<file path="src/rtl/lc3b_types.sv">
// Shared types for the LC-3b cache controller: FSM state encoding and pmem address selects.
package lc3b_types;

  typedef enum logic [1:0] {
    IDLE      = 2'd0,
    WRITEBACK = 2'd1,
    ALLOCATE  = 2'd2,
    RETRY     = 2'd3
  } cache_ctrl_state_t;

  localparam logic [1:0] PMEM_SEL_CPU  = 2'd0;
  localparam logic [1:0] PMEM_SEL_WAY0 = 2'd1;
  localparam logic [1:0] PMEM_SEL_WAY1 = 2'd2;

endpackage

</file>
<file path="src/rtl/cache_perf_ctr.sv">
// Saturating hit/miss counters; only built when CACHE_CTRL_PERF_EN is defined.
module cache_perf_ctr (
  input  logic        clk,
  input  logic        rst,
  input  logic        i_miss_evt,
  input  logic        i_mem_resp,
  output logic [15:0] o_hit_count,
  output logic [15:0] o_miss_count
);

  logic        r_miss_pending;
  logic [15:0] r_hit_count;
  logic [15:0] r_miss_count;

  // The completion that follows an allocate belongs to the miss, not a new hit.
  always_ff @(posedge clk) begin
    if (rst) begin
      r_miss_pending <= 1'b0;
      r_hit_count    <= 16'd0;
      r_miss_count   <= 16'd0;
    end else begin
      if (i_miss_evt) begin
        r_miss_pending <= 1'b1;
        if (r_miss_count != 16'hFFFF) r_miss_count <= r_miss_count + 16'd1;
      end else if (i_mem_resp) begin
        r_miss_pending <= 1'b0;
        if (!r_miss_pending && r_hit_count != 16'hFFFF) r_hit_count <= r_hit_count + 16'd1;
      end
    end
  end

  assign o_hit_count  = r_hit_count;
  assign o_miss_count = r_miss_count;

endmodule

</file>
<file path="src/rtl/cache_control.sv">
// Two-way write-back cache controller FSM with pmem watchdog.
// Optional perf counters are enabled by defining CACHE_CTRL_PERF_EN.
module cache_control
  import lc3b_types::*;
#(
  parameter int unsigned TIMEOUT_CYCLES = 255
) (
  input  logic              clk,
  input  logic              rst,
  input  logic              mem_read,
  input  logic              mem_write,
  output logic              mem_resp,
  input  logic [1:0]        hit,
  input  logic [1:0]        dirty,
  input  logic              lru,
  output logic              pmem_read,
  output logic              pmem_write,
  input  logic              pmem_resp,
  output logic [1:0]        pmem_addr_sel,
  output logic              data_sel,
  output logic [1:0]        line_load,
  output logic [1:0]        data_load,
  output logic [1:0]        dirty_load,
  output logic              dirty_in,
  output logic              lru_load,
  output logic              lru_in,
  output cache_ctrl_state_t dbg_state,
  output logic              pmem_timeout
`ifdef CACHE_CTRL_PERF_EN
  ,
  output logic [15:0]       hit_count,
  output logic [15:0]       miss_count
`endif
);

  localparam int WD_W = (TIMEOUT_CYCLES > 255) ? $clog2(TIMEOUT_CYCLES + 1) : 8;

  cache_ctrl_state_t r_state, r_origin, w_next;
  logic              r_victim;
  logic [WD_W-1:0]   r_wd;
  logic              w_req;
  logic              w_hit_way;
  logic [1:0]        w_hit_oh;
  logic [1:0]        w_victim_oh;
  logic              w_expired;

  assign w_req       = mem_read | mem_write;
  assign w_hit_way   = ~hit[0];
  assign w_hit_oh    = w_hit_way ? 2'b10 : 2'b01;
  assign w_victim_oh = r_victim ? 2'b10 : 2'b01;
  assign w_expired   = (TIMEOUT_CYCLES != 0) && (r_wd == WD_W'(TIMEOUT_CYCLES)) && !pmem_resp;
  assign dbg_state   = r_state;

  // Handshake: mem_read/mem_write are held by the CPU until the single-cycle mem_resp.
  always_comb begin
    w_next        = r_state;
    mem_resp      = 1'b0;
    pmem_read     = 1'b0;
    pmem_write    = 1'b0;
    pmem_addr_sel = PMEM_SEL_CPU;
    data_sel      = 1'b0;
    line_load     = 2'b00;
    data_load     = 2'b00;
    dirty_load    = 2'b00;
    dirty_in      = 1'b0;
    lru_load      = 1'b0;
    lru_in        = 1'b0;
    pmem_timeout  = 1'b0;
    case (r_state)
      IDLE: begin
        if (w_req) begin
          if (hit != 2'b00) begin
            mem_resp = 1'b1;
            lru_load = 1'b1;
            lru_in   = ~w_hit_way;
            if (mem_write) begin
              data_load  = w_hit_oh;
              dirty_load = w_hit_oh;
              dirty_in   = 1'b1;
            end
          end else begin
            w_next = dirty[lru] ? WRITEBACK : ALLOCATE;
          end
        end
      end
      WRITEBACK: begin
        pmem_write    = 1'b1;
        pmem_addr_sel = r_victim ? PMEM_SEL_WAY1 : PMEM_SEL_WAY0;
        if (pmem_resp) begin
          w_next = ALLOCATE;
        end else if (w_expired) begin
          pmem_timeout = 1'b1;
          w_next       = RETRY;
        end
      end
      ALLOCATE: begin
        pmem_read = 1'b1;
        if (pmem_resp) begin
          line_load  = w_victim_oh;
          data_load  = w_victim_oh;
          dirty_load = w_victim_oh;
          data_sel   = 1'b1;
          w_next     = IDLE;
        end else if (w_expired) begin
          pmem_timeout = 1'b1;
          w_next       = RETRY;
        end
      end
      RETRY: begin
        w_next = r_origin;
      end
      default: w_next = IDLE;
    endcase
  end

  always_ff @(posedge clk) begin
    if (rst) begin
      r_state  <= IDLE;
      r_origin <= IDLE;
      r_victim <= 1'b0;
      r_wd     <= '0;
    end else begin
      r_state <= w_next;
      if (r_state == IDLE && w_next != IDLE) r_victim <= lru;
      if (w_next == RETRY) r_origin <= r_state;
      // Watchdog restarts on every entry to a pmem state, including re-entry after RETRY.
      if (w_next != r_state && (w_next == WRITEBACK || w_next == ALLOCATE)) begin
        r_wd <= '0;
      end else if ((r_state == WRITEBACK || r_state == ALLOCATE) && !pmem_resp && r_wd != '1) begin
        r_wd <= r_wd + 1'b1;
      end
    end
  end

`ifdef CACHE_CTRL_PERF_EN
  logic w_miss_evt;
  assign w_miss_evt = (r_state == IDLE) && (w_next != IDLE);

  cache_perf_ctr u_perf (
    .clk          (clk),
    .rst          (rst),
    .i_miss_evt   (w_miss_evt),
    .i_mem_resp   (mem_resp),
    .o_hit_count  (hit_count),
    .o_miss_count (miss_count)
  );
`endif

endmodule

</file>
<file path="config.mk">
export PLATFORM = sky130hd
export DESIGN_NAME = cache_control
export DESIGN_NICKNAME = d
export VERILOG_FILES = /design/src/rtl/lc3b_types.sv /design/src/rtl/cache_perf_ctr.sv /design/src/rtl/cache_control.sv
export SDC_FILE = /design/constraint.sdc
export NUM_CORES = 1
export LEC_CHECK = 0
export ABC_CLOCK_PERIOD_IN_PS = 6100
export CAP_MARGIN = 20
export CELL_PAD_IN_SITES_DETAIL_PLACEMENT = 1
export CELL_PAD_IN_SITES_GLOBAL_PLACEMENT = 2
export CORE_AREA = 3 3 55 77
export DETAILED_ROUTE_END_ITERATION = 12
export DIE_AREA = 0 0 58 80
export GPL_TIMING_DRIVEN = 0
export PLACE_DENSITY = 0.79
export REMOVE_ABC_BUFFERS = 1
export SLEW_MARGIN = 10
export SYNTH_ARGS = -nofsm -noshare
export SYNTH_HDL_FRONTEND = slang
export SYNTH_SLANG_ARGS = --single-unit
</file>
<file path="constraint.sdc">
create_clock -name clk -period 6.1 [get_ports clk]
set_input_delay 1.22 -clock clk [delete_from_list [all_inputs] [get_ports clk]]
set_output_delay 1.22 -clock clk [all_outputs]
set_load 0.01 [all_outputs]
</file>
==> results of run 1 <==
## path summary, 6_finish.rpt
path / startpoint / endpoint / slack, ps / depth (start not counted)
min: r_origin[1] / r_origin[1] / 480 / 2
max: pmem_resp / pmem_timeout / 1940 / 4
min reg2reg: r_origin[1] / r_origin[1] / 480 / 2
max reg2reg: dbg_state[0] / r_wd[6] / 3040 / 10
## layout make-up
class                           count  share of cell area [%]
Inverter                            5                    1.38
Clock buffer                        4                    3.30
Tap cell                           42                    3.85
Multi-Input combinational cell     99                    52.6
Sequential cell                    13                    19.1
Timing Repair Buffer               27                    19.8
## cell usage in the layout (no fill, tap or decap), types with 2 or more instances in the layout
cell and instances:
sky130_fd_sc_hd__or2_2 3, sky130_fd_sc_hd__xnor2_1 4, sky130_fd_sc_hd__inv_1 5, sky130_fd_sc_hd__nor3b_1 3, sky130_fd_sc_hd__mux2i_1 5, sky130_fd_sc_hd__nand2b_1 5
sky130_fd_sc_hd__o21ai_0 5, sky130_fd_sc_hd__clkdlybuf4s50_1 27, sky130_fd_sc_hd__dfxtp_1 13, sky130_fd_sc_hd__nor3_1 2, sky130_fd_sc_hd__a21oi_1 3, sky130_fd_sc_hd__a21o_1 2
sky130_fd_sc_hd__o21a_1 3, sky130_fd_sc_hd__and3_1 3, sky130_fd_sc_hd__nand3_1 3, sky130_fd_sc_hd__o2111ai_1 2, sky130_fd_sc_hd__nand2_1 7, sky130_fd_sc_hd__and2_1 3
sky130_fd_sc_hd__clkbuf_8 3, sky130_fd_sc_hd__nor2b_1 4, sky130_fd_sc_hd__nor4_1 2, sky130_fd_sc_hd__nor2_1 14, sky130_fd_sc_hd__ha_1 6
## stage by stage
stage          hold WS (ps)  utilization (%)
6_report                485             37.4
5_1_grt                 516             37.4
4_1_cts                 492             37.4
3_5_place_dp            483             36.2
3_3_place_gp            463             36.2
2_1_floorplan           448                -
## layer usage
| layer | global-route usage [%] | vias up | share of wire [%] |
|---|---|---|---|
| li1 | - | 491 | - |
| met1 | 15.0 | 472 | 40 |
| met2 | 26.0 | 28 | 53 |
| met3 | 2.59 | 4 | 5.3 |
| met4 | 4.18 | 0 | 0.94 |
| met5 | 0 | - | 0 |
## logic make-up (layout without fill, tap and decap cells)
| family | after synthesis | after routing | share of synthesized area [%] |
|---|---|---|---|
| and+or+nand+nor | 57 | 57 | 32.1 |
| AOI/OAI and AO/OA | 26 | 26 | 20.4 |
| DFF | 13 | 13 | 25.2 |
| buffers and inverters | 11 | 36 | 5.33 |
| adders and majority gates | 6 | 6 | 7.27 |
| muxes | 6 | 6 | 6.30 |
| xor gates and xnor gates | 4 | 4 | 3.39 |
## power by group through the flow
stage / Sequential, mW / Combinational, mW / Clock [mW]
finish: 0.116 / 0.350 / 0.0769
global route: 0.121 / 0.385 / 0.0848
CTS: 0.117 / 0.355 / 0.0799
detailed placement: 0.119 / 0.354 / 0
global placement: 0.119 / 0.342 / 0
floorplan: 0.115 / 0.223 / 0
## state kept, by name, summed over array words and instances, names as in the netlist
signal	count
r_victim	1
dbg_state	2
r_wd	8
r_origin	2
## critical path, delay by kind of cell
family        cells  cell delay [ps]
simple gates      2              680
buf+inv           2             1030
==> summary.md, run 1 <==
The die covers 4640 um^2. For this run, the total global-route usage over all layers was measured as 13.8%. The detailed router's first-iteration violation count came out at 24.

For this run, the register share of the synthesized area comes to 25.2%. The synthesis-stage register bit count was 13; the area added between synthesis and finish was 32.1%. TritonCTS built the clock tree. Headroom to the max-slew limit came out at 68.0%. The register share of total power was 21.4%; the power per cell area was 398 nW/um^2.

At the worst endpoint, the required time is 4880 ps. The internal cell power came out at 0.308 mW. For this design the static power due to leakage is 0.532 nW. For the total count of max-transition violations in the final report, the log shows 0. The tools report the cell area after layout as 1360 um^2.

The cell sitting at the root of the clock tree is a sky130_fd_sc_hd__clkbuf_8. The run gives 3.45 ps as the final worst clock skew. The data arrival time at the worst-slack endpoint was 2940 ps; the setup slack of the critical path after layout was 1940 ps. The area of the multi-input gates is 717 um^2. The layout has 454 filler cells. The run gives 3640 um^2 as the standard cell core area.

The path class of the tightest hold or removal check is register to register. Fraction of layout instances using a drive strength above 1: 10.1%. The clock reaches the later pin of the worst-skew pair after 240 ps. The number of post-CTS setup repair buffers is 0. The clock network burns 14.2% of the power.

The tools report the number of distinct library cells after synthesis as 44. In this run the tool buffered the top-level ports with 27 buffer cells. The pin slew with the least headroom to its limit came out at 479 ps. By area the synthesized netlist is led by sky130_fd_sc_hd__dfxtp_1 (25%), sky130_fd_sc_hd__ha_1 (7.3%), sky130_fd_sc_hd__nor2_1 (5.1%). Overall power consumption after layout is estimated at 0.543 mW. The slowest stage of the critical path is the sky130_fd_sc_hd__clkdlybuf4s50_1 cell. For the number of instances in the synthesized netlist, the log shows 123. The routed wire length is 2880 um. For this run, asynchronously set or reset flops after synthesis account for 0%. The post-route setup TNS was 0 ps. The biggest area contributor in the post-synthesis netlist is sky130_fd_sc_hd__dfxtp_1. Dividing the detail-routed via count by the number of cells gives 5.24. The post-route non-filler standard cell count was 190. The leftover overflow at the end of global routing is 0, and the final cycle utilization of the critical path is 68.2%.

The fraction of post-synthesis cell area in the top cell type by area was 25.2%. The routed layout has 995 vias. The net total in the final layout came out at 165. Including well taps, the total number of placed cells is 186. The tools report the I/O pin count as 28. In this run the horizontal extent of the chip is 58 um. 0 antenna diodes ended up in the layout. The commonest cells after synthesis are sky130_fd_sc_hd__nor2_1 (14), sky130_fd_sc_hd__dfxtp_1 (13), sky130_fd_sc_hd__nand2_1 (7).

Detailed placement ended at an HPWL of 2360 um. Cell repeated most along the worst path: sky130_fd_sc_hd__clkdlybuf4s50_1. The cts-stage hold buffer count is 0, and the post-detailed-route count of antenna-violating nets is 0.

The logs give 1 for the depth of the CTS H-tree and 0.235 mW for the switching power. The tools report the global placer's final weighted congestion as 0.782. The largest single stage delay on the critical path is 540 ps. The routed design could run at a clock period as short as 4160 ps. The clock-pin transition on the worst setup and hold timing paths is 60 ps, and the largest driver fanout on the critical path is 8.

The tools report the via count of the first global-routing pass as 1090. In this run, CTS created clock tree buffers numbering 3. The run gives 13 as the clock net sink count. Once placement finished, the instance area stood at 1320 um^2. In the routed design, unresolved DRC markers number 0. The run gives 260 um^2 as the area of all sequential standard cells. STA classifies the critical path startpoint as an input port. For the wire length of the first global-routing pass, the log shows 5020 um.

Hold violation total from the final report: 0. The count of endpoints failing setup in the final report is 0. Setup repair after global routing left no endpoint under its margin.

Entering global routing, the biggest net connects 10 pins. The number of synthesized flops with an enable pin works out to 0. Of the total power, the share spent switching nets is 43.2%.

No sink is reached through more buffers than the 2 on the longest clock path. The logs give 1030 um^2 for the total standard cell area after synthesis and 0 for the number of gates resized after CTS. Traced cell by cell, the critical path runs through clkdlybuf4s50_1 -> nor2b_1 -> and3_1 -> clkdlybuf4s50_1. By startpoint and endpoint, the worst setup path is classified as input port to output port.

The worst-case IR drop observed on VDD is 0.159 mV. The count of maximum capacitance violations is 0, and the initial core utilization is 28.3%. The tools report the warning count from the yosys run as 0. Before CTS, the worst setup slack after placement is 1940 ps. Combinational cells account for 64.4% of the total power. The detail-routed net length per standard cell was 15.1 um. Achievable clock frequency: 240 MHz. The most common cell in the synthesized netlist is sky130_fd_sc_hd__nor2_1. The overall die height is 80 um. Among all flip-flop cells after synthesis, the most frequent one is sky130_fd_sc_hd__dfxtp_1. The initial antenna violation count was 0.

The average instance in the mapped netlist occupies 8.39 um^2. In this run the core area contains 26 standard-cell rows. The run gives 4 as the number of optimization iterations in the first detailed-route pass. The critical path capture point type was an output port. The run finished with clean final reports.
Power figures use the tool's default switching activity.
==> run 2, diff against run 1 <==
--- a/config.mk
+++ b/config.mk
@@ -5,15 +5,15 @@
 export SDC_FILE = /design/constraint.sdc
 export NUM_CORES = 1
 export LEC_CHECK = 0
-export ABC_CLOCK_PERIOD_IN_PS = 6100
+export ABC_CLOCK_PERIOD_IN_PS = 3800
 export CAP_MARGIN = 20
 export CELL_PAD_IN_SITES_DETAIL_PLACEMENT = 1
 export CELL_PAD_IN_SITES_GLOBAL_PLACEMENT = 2
-export CORE_AREA = 3 3 55 77
+export CORE_AREA = 3 3 60 84
 export DETAILED_ROUTE_END_ITERATION = 12
-export DIE_AREA = 0 0 58 80
+export DIE_AREA = 0 0 63 87
 export GPL_TIMING_DRIVEN = 0
-export PLACE_DENSITY = 0.79
+export PLACE_DENSITY = 0.7
 export REMOVE_ABC_BUFFERS = 1
 export SLEW_MARGIN = 10
 export SYNTH_ARGS = -nofsm -noshare
==> constraint.sdc (replaced) <==
create_clock -name clk -period 3.8 [get_ports clk]
set_input_delay 0.76 -clock clk [delete_from_list [all_inputs] [get_ports clk]]
set_output_delay 0.76 -clock clk [all_outputs]
set_load 0.01 [all_outputs]
==> summary.md, run 2 (same netlist as run 1, synthesis figures left out) <==
The run finished with clean final reports. The initial antenna violation count was 0 (unchanged); the depth of the worst hold-timing path was 2 (unchanged). The clock latency reported for the late side of the worst-skew pair was 250 ps (about the same); the final worst clock skew was 1.89 ps (-1.56 ps). The tools report the kind of launch point of the worst setup path as an input port.

Total inserted antenna cells: 0 (unchanged). The core utilization of the finished layout is 32.2% (-5.3 points), and the pin slew with the least headroom to its limit is 498 ps (+19.0 ps). The number of input and output port buffers inserted was 27 (unchanged); the clock net sink count was 13 (unchanged). The global router's overall resource usage was 11.3% (-2.5 points); the detail-routed net length per standard cell was 13.6 um (-10%). The most critical setup path has its startpoint at lru. The power per cell area was 627 nW/um^2 (+58%); the routed wire length was 2830 um (-1.7%). The count of endpoints failing setup in the final report is 0 (unchanged). The worst path uses 88.1% of the clock period. The run gives 3960 ps (-920 ps) as the worst path required time. The post-detailed-route count of antenna-violating nets is 0 (unchanged).

For the detailed router's first-iteration violation count, the log shows 23 (-4.2%). The via density per instance is 4.68 (-11%), and the maximum number of pins on one net before global-route repair is 10 (unchanged). For the vias after detailed routing, the log shows 973 (-2.2%). The number of gates resized after CTS is 0 (unchanged). Setup repair after global routing left no endpoint under its margin. The origin of the critical flop-to-flop path is dbg_state[0]. The logs give 454 ps (-1480 ps) for the setup slack of the critical path after layout and 66.7% (-1.3 points) for the worst-case headroom to the max-slew limit. The largest driver fanout on the critical path came out at 8 (unchanged).

In this run the clock root is driven by a sky130_fd_sc_hd__clkbuf_8. The run gives 0.151 mV (-5.2%) as the peak supply drop. The worst hold path terminates at r_origin[0].

The row count was 28 (+7.7%); the time the worst path needs with I/O delays and setup was 3350 ps. Overall die height: 87 um (+8.8%). The standard cell core area is 4310 um^2 (+18%), and the number of post-CTS setup repair buffers is 0 (unchanged). Leaving out fill and tap cells, the most frequent cells in the layout are sky130_fd_sc_hd__clkdlybuf4s50_1 (27), sky130_fd_sc_hd__nor2_1 (14), sky130_fd_sc_hd__dfxtp_1 (13). The run gives 0 (unchanged) as the DRC violation count after routing. The logs give 3 (-1) for the number of optimization iterations in the first detailed-route pass and 710 ps (-2330 ps) for the register-to-register setup slack. For the worst slack after detailed placement, the log shows 124 ps (-1810 ps). The maximum buffer depth of the clock tree is 2 (unchanged), and the number of flip-flops in the largest register is 8 (unchanged). The library cell used most frequently in the layout, excluding fill and tap cells, is sky130_fd_sc_hd__clkdlybuf4s50_1.

The critical path is of the input port to register type. The path class of the tightest hold or removal check is register to register. Initial core utilization: 24.0% (-4.4 points). The global placer's final weighted congestion is 0.711 (-9.1%), and the count of maximum capacitance violations is 0 (unchanged).

The sum of internal, switching and leakage power came out at 0.870 mW (+60%). The run gives 1035 (-5.0%) as the via count of the first global-routing pass. TritonCTS built the clock tree. The depth of the CTS H-tree was 1 (unchanged). In this run the most critical hold path is launched from r_origin[0]. The tools report the total count of max-transition violations in the final report as 0 (unchanged).

For the number of buffers created by CTS, the log shows 3 (unchanged). The fraction of layout instances using a drive strength above 1 is 10.1% (unchanged). For the area of the multi-input gates, the log shows 717 um^2 (unchanged). The logs give 165 (unchanged) for the net total in the final layout and 0 (unchanged) for the hold violation total from the final report. The reported leakage power was 0.532 nW (unchanged). Area of the die: 5480 um^2 (+18%).

For the area of all sequential standard cells, the log shows 260 um^2 (unchanged). Leftover overflow at the end of global routing: 0 (unchanged). The post-route setup TNS is 0 ps (unchanged).

The data arrival time at the worst-slack endpoint is 3500 ps (+560 ps), and the clock-pin transition on the worst setup and hold timing paths is 60 ps (about the same). Reg-to-reg endpoint: r_wd[6]. The horizontal extent of the die was 63 um (+8.6%); the detailed placer's ending HPWL was 2330 um (-1.3%).

Derived from the worst setup path, the maximum achievable clock frequency is 299 MHz. For the cts-stage hold buffer count, the log shows 0 (unchanged). Count of filler cells inserted in the layout: 520 (+15%). The I/O pin count is 28 (unchanged).

STA classifies the critical path endpoint as a register. The cell depth of the worst flop-to-flop path came out at 10 (unchanged). Wire length of the first global-routing pass: 4860 um (-3.2%). The cell area after layout was 1390 um^2 (+1.7%). Ranked by flip-flop count, first place goes to r_wd.

The area added between synthesis and finish was 34.3%. The tools report the cell area after placement as 1340 um^2 (+1.7%).
run 2: metal layers:
| metal | up-vias | track usage (%) | part of all wire (%) |
|---|---|---|---|
| met2 | 28 | 21.3 | 51 |
| met3 | 5 | 2.71 | 4.9 |
| met5 | - | 0 | 0 |
| met1 | 448 | 11.8 | 42 |
| met4 | 0 | 4.82 | 1.8 |
| li1 | 492 | - | - |
run 2: area by class of cell:
| cell class | instances | area share (%) |
|---|---|---|
| timing repair buffer | 27 | 19.5 |
| tap | 60 | 5.42 |
| clock buffer | 4 | 3.25 |
| sequential | 13 | 18.8 |
| inverter | 5 | 1.35 |
| multi-input combinational | 99 | 51.7 |
run 2: where the power goes:
| part | internal [mW] | leakage (nW) | switching (mW) | total (mW) |
|---|---|---|---|---|
| Sequential | 0.157 | 0.105 | 0.0334 | 0.190 |
| Clock | 0.0742 | 0.0228 | 0.0526 | 0.127 |
| Combinational | 0.263 | 0.404 | 0.290 | 0.553 |
| Total | 0.494 | 0.532 | 0.375 | 0.870 |
run 2: worst max-delay path by stage:
stage,endpoint,slack [ps]
2_1_floorplan,r_wd[6],1020
3_3_place_gp,r_wd[6],200
3_5_place_dp,r_wd[6],120
4_1_cts,r_wd[6],400
5_1_grt,r_wd[6],240
6_report,r_wd[6],450
run 2: metrics by stage:
stage	hold WS, ps	cells
after floorplan	448	117
after global placement	468	204
after detailed placement	481	204
after CTS	488	208
after global routing	506	208
final	484	208
run 2: critical path, cell delays in order:
cell	delay (ps)
sky130_fd_sc_hd__clkdlybuf4s50_1	510
sky130_fd_sc_hd__mux2_4	340
sky130_fd_sc_hd__o41ai_2	300
sky130_fd_sc_hd__a2bb2oi_1	150
sky130_fd_sc_hd__or2_2	310
sky130_fd_sc_hd__ha_1	320
sky130_fd_sc_hd__o311a_1	140
sky130_fd_sc_hd__a31oi_2	390
sky130_fd_sc_hd__nor4b_2	270
